`src/rtl/hazard_unit.sv`:
```
// hazard_unit: pipeline hazard and stall sequencer for the 5-stage RV32 core.
//   Inputs : clk, reset (async, active-low), Decode/Execute source indices,
//            E/M/W destination indices, PCSrcE, ResultSrcb0E, RegWriteM/W,
//            MemReqM/MemReadyM handshake from the variable-latency data memory.
//   Outputs: ForwardAE/BE operand selects (10 = ALUResultM, 01 = ResultW),
//            Stall*/Flush* pipeline register controls, MemWait (FSM in WAIT),
//            sticky MemErr timeout flag and saturating StallCount.
module hazard_unit #(
  parameter int CNT_W       = 32,
  parameter int MEM_TIMEOUT = 256
) (
  input  logic             clk,
  input  logic             reset,
  input  logic [4:0]       Rs1D,
  input  logic [4:0]       Rs2D,
  input  logic [4:0]       Rs1E,
  input  logic [4:0]       Rs2E,
  input  logic [4:0]       RdE,
  input  logic [4:0]       RdM,
  input  logic [4:0]       RdW,
  input  logic             PCSrcE,
  input  logic             ResultSrcb0E,
  input  logic             RegWriteM,
  input  logic             RegWriteW,
  input  logic             MemReqM,
  input  logic             MemReadyM,
  output logic [1:0]       ForwardAE,
  output logic [1:0]       ForwardBE,
  output logic             StallF,
  output logic             StallD,
  output logic             StallE,
  output logic             StallM,
  output logic             StallW,
  output logic             FlushD,
  output logic             FlushE,
  output logic             MemWait,
  output logic             MemErr,
  output logic [CNT_W-1:0] StallCount
);
  typedef enum logic {S_RUN, S_WAIT} state_t;
  localparam logic [15:0] TMO = 16'(MEM_TIMEOUT);
  state_t state_d, state_q;
  logic [15:0] wcnt_d, wcnt_q;
  logic err_d, err_q;
  logic [CNT_W-1:0] cnt_d, cnt_q;
  logic lw_stall, mem_stall;
  always_comb begin
    lw_stall  = ResultSrcb0E && RdE != 5'd0 && (Rs1D == RdE || Rs2D == RdE);
    mem_stall = MemReqM && !MemReadyM;
    // M has priority over W; everything is quiet while reset is held low
    ForwardAE = !reset ? 2'b00
              : (RegWriteM && RdM != 5'd0 && RdM == Rs1E) ? 2'b10
              : (RegWriteW && RdW != 5'd0 && RdW == Rs1E) ? 2'b01 : 2'b00;
    ForwardBE = !reset ? 2'b00
              : (RegWriteM && RdM != 5'd0 && RdM == Rs2E) ? 2'b10
              : (RegWriteW && RdW != 5'd0 && RdW == Rs2E) ? 2'b01 : 2'b00;
    // W is held rather than bubbled so the W forwarding source survives a memory wait
    StallE = reset && mem_stall;
    StallM = StallE;
    StallW = StallE;
    StallF = reset && (mem_stall || lw_stall);
    StallD = StallF;
    // a branch/load-use seen during a memory wait stays frozen in E and acts on release
    FlushD = reset && PCSrcE && !mem_stall;
    FlushE = reset && (PCSrcE || lw_stall) && !mem_stall;
    state_d = mem_stall ? S_WAIT : S_RUN;
    wcnt_d  = !mem_stall ? 16'd0
            : (state_q == S_RUN) ? 16'd1
            : (wcnt_q == TMO) ? wcnt_q : wcnt_q + 16'd1;
    err_d   = err_q || (mem_stall && wcnt_d == TMO);
    cnt_d   = (StallF && cnt_q != '1) ? cnt_q + CNT_W'(1) : cnt_q;
  end
  always_ff @(posedge clk or negedge reset) begin
    if (!reset) begin
      state_q <= S_RUN;
      wcnt_q  <= '0;
      err_q   <= 1'b0;
      cnt_q   <= '0;
    end else begin
      state_q <= state_d;
      wcnt_q  <= wcnt_d;
      err_q   <= err_d;
      cnt_q   <= cnt_d;
    end
  end
  assign MemWait    = state_q == S_WAIT;
  assign MemErr     = err_q;
  assign StallCount = cnt_q;
endmodule

```
`config.mk`:
```
export PLATFORM = sky130hd
export DESIGN_NAME = hazard_unit
export DESIGN_NICKNAME = d
export VERILOG_FILES = /design/src/rtl/hazard_unit.sv
export SDC_FILE = /design/constraint.sdc
export NUM_CORES = 1
export LEC_CHECK = 0
export CAP_MARGIN = 20
export CORE_AREA = 3 3 86 88
export DETAILED_ROUTE_END_ITERATION = 8
export DIE_AREA = 0 0 89 91
export PLACE_DENSITY = 0.78
export SLEW_MARGIN = 10
export SYNTH_ARGS = -nofsm -noshare
export SYNTH_HDL_FRONTEND = slang
export SYNTH_SLANG_ARGS = --single-unit
```
`constraint.sdc`:
```
create_clock -name clk -period 4.1 [get_ports clk]
set_clock_uncertainty 0.15 [all_clocks]
set_input_delay 0.41 -clock clk [delete_from_list [all_inputs] [get_ports clk]]
set_output_delay 0.41 -clock clk [all_outputs]
set_load 0.02 [all_outputs]
```
==> impl_metrics.yaml <==
timing:
  slew_violations: 0
  setup_tns_ns: 0
  hold_viol: 0
  clock.fmax_ghz: 0.307
  finalHoldWorstSlack_ns: 0.128
  rsz0062_at_grt: "no"
  min_period_ns: 3.25
  maxSlewHeadroom_pct: 43.5
  finalCritPeriodShare_pct: 79.3
  worst_pin_slew_ns: 0.845
  setup_violations: 0
route:
  vias_per_cell: 5.46
  vias: 2608
  finalWirelength_um: 7250
  ant_nets: 0
  dr.pass1.iters: 4
  routedWlPerCell_um: 15.2
  drt_iter0_markers: 66
  drc: 0
logic_synthesis:
  ys.flop_type: "dfrtp_1"
  ys_warn_count: 0
  synth_cell_types: 46
  synth_nets: 360
  synthArstFlopShare_pct: 100
  postSynthAreaPerCell_um2: 9.75
  ys_ff_latch: 50
  syn-cell-area_um2: 3060
  syn_inst: 314
  synth_seq_area_share_pct: 40.8
  synth_edf_count: 0
clock_network:
  cts_tree: "built"
  clockBufferDepth: 2
  htreeDepth: 2
  post_cts_buffers: 0
  cts_repair_resize_count: 0
  numCtsBuffers: 5
  cts-root-buf: "clkbuf_8"
  holdBufCountCts: 0
  clkLatencyLatePin_ns: 0.30
  cts_sinks: 50
  cts.reportedPaths.clkPinSlew_ns: 0.09
job:
  maxCapViolCount: 0
finish:
  fin_cells: 478
  drive_above_1_share_pct: 6.28
  nets: 445
  area_delta_synth_final_pct: 32.6
  num_antenna_cells: 0
  final_cell_mix: "clkdlybuf4s50_1 (86), dfrtp_1 (50), xnor2_1 (43)"
  final_common_cell: "clkdlybuf4s50_1"
die:
  num_rows: 30
  die_y_um: 91
  io_pins: 88
  start_util_pct: 45.6
  floorplan.die.width_um: 89
  die-area_um2: 8100
  coreArea_um2: 6720
grt:
  grt_pass1_vias: 2599
  grtUsageMet2_pct: 30.0
  grt_pass1_wl_um: 12100
  antenna_found_initial: 0
  grt_max_degree: 56
  met3_usage_pct: 3.36
  grt-busiest-layer: "met2"
  grtUsageTotal_pct: 18.4
  grt.met1_usage_pct: 24.9
  grt_remaining_overflow: 0
setup_path:
  critical-path-slowest-cell: "clkdlybuf4s50_1"
  required_ns: 3.54
  crit_arrival_ns: 2.69
  path_cells: "clkdlybuf4s50_1, or4_1, o21ai_0, nor4_1, nor4_1, clkdlybuf4s50_1"
  endpoint_kind: "output pin"
  crit_fanout: 3
  crit_type: "in2out"
  critical_path.startpoint_type: "input port"
  max_stage_delay_ns: 0.66
place:
  gp_congestion: 0.838
  dp_hpwl_um: 5500
  place_inst: 472
  port_buffers: 87
outcome:
  status: "completed"
power:
  p_leak_nw: 1.58
  peakVddDrop_mv: 0.315
  powerDensity_nw_per_um2: 262
hold_path:
  hold_class: "in2async"
-- layout make-up --
class                   instances  area [um^2]
clock buffers                   6         82.6
fillers                       554         2660
inverters                       7         26.3
multi-input cells             247         1730
flip-flops and latches         50         1250
well taps                      80          100
repair buffers                 88          873
-- worst paths after layout --
path / start / endpoint / slack, ns / cells past startpoint
max reg2reg: wcnt_q[0]$_DFF_PN0_ / MemErr$_DFF_PN0_ / 1.76 / 8
max: RdM[1] / ForwardBE[0] / 0.85 / 6
min: reset / wcnt_q[5]$_DFF_PN0_ / 0.13 / 2
max in group asynchronous: reset / StallCount[15]$_DFFE_PN0P_ / 3.21 / 2
min in group clk: MemErr$_DFF_PN0_ / MemErr$_DFF_PN0_ / 0.33 / 1
min reg2reg: MemErr$_DFF_PN0_ / MemErr$_DFF_PN0_ / 0.33 / 1
-- stage by stage --
step	total power, mW	worst slack (ns)	area, um^2	utilization [%]
6_report	1.06	0.847	4060	60.4
5_1_grt	1.11	0.675	4060	60.4
4_1_cts	1.07	0.832	4060	60.4
3_5_place_dp	0.789	0.831	3980	59.2
3_3_place_gp	0.787	0.884	3980	59.2
2_1_floorplan	0.664	1.61	3060	-
-- sequential cells by signal (all words and copies together), names as in the netlist --
register / flops
StallCount: 32
MemErr: 1
wcnt_q: 16
MemWait: 1
-- cell usage after synthesis, types with 4 or more instances --
cell type,count,area [um^2]
and4_1,4,35.0
nand4_1,19,119
and3_1,9,56.3
and2_1,8,50.1
clkbuf_1,5,18.8
nor2_1,26,97.6
or4_1,5,37.5
nand3_1,19,95.1
nor3_1,7,35.0
inv_1,7,26.3
nor4_1,7,43.8
a21oi_1,8,40.0
xor2_1,32,280
xnor2_1,43,377
dfrtp_1,50,1250
nand2_1,17,63.8
nand3_2,6,60.1
-- where the power goes --
part           switching, mW  internal (mW)  total, mW  leakage, nW
clock                  0.154          0.131      0.285       0.0431
sequential            0.0281          0.513      0.541        0.690
combinational          0.119          0.118      0.238        0.849
total                  0.302          0.762       1.06         1.58
-- metal layers --
metal | routed length [um] | part of all wire, %
met1 | 3290 | 45
met2 | 3590 | 50
met3 | 276 | 3.8
met4 | 89 | 1.2
met5 | 0 | 0
-- logic make-up (layout without fill, tap and decap cells) --
logic type / count (synthesis) / count (layout) / synth area share (%)
AND/OR/NAND/NOR: 144 / 144 / 28.1
XOR/XNOR: 75 / 75 / 21.4
flip-flops: 50 / 50 / 40.8
AO/OA/AOI/OAI: 24 / 24 / 5.27
buffers and inverters: 17 / 101 / 2.74
adder cells (fa/ha/maj): 3 / 3 / 1.23
multiplexers: 1 / 1 / 0.368
-- worst max-delay path, delay by kind of cell --
kind / cells / cell delay [ns]
compound gates: 1 / 0.21
buf+inv: 2 / 1.12
simple gates: 3 / 0.94
(Power assumes the default switching activity.)
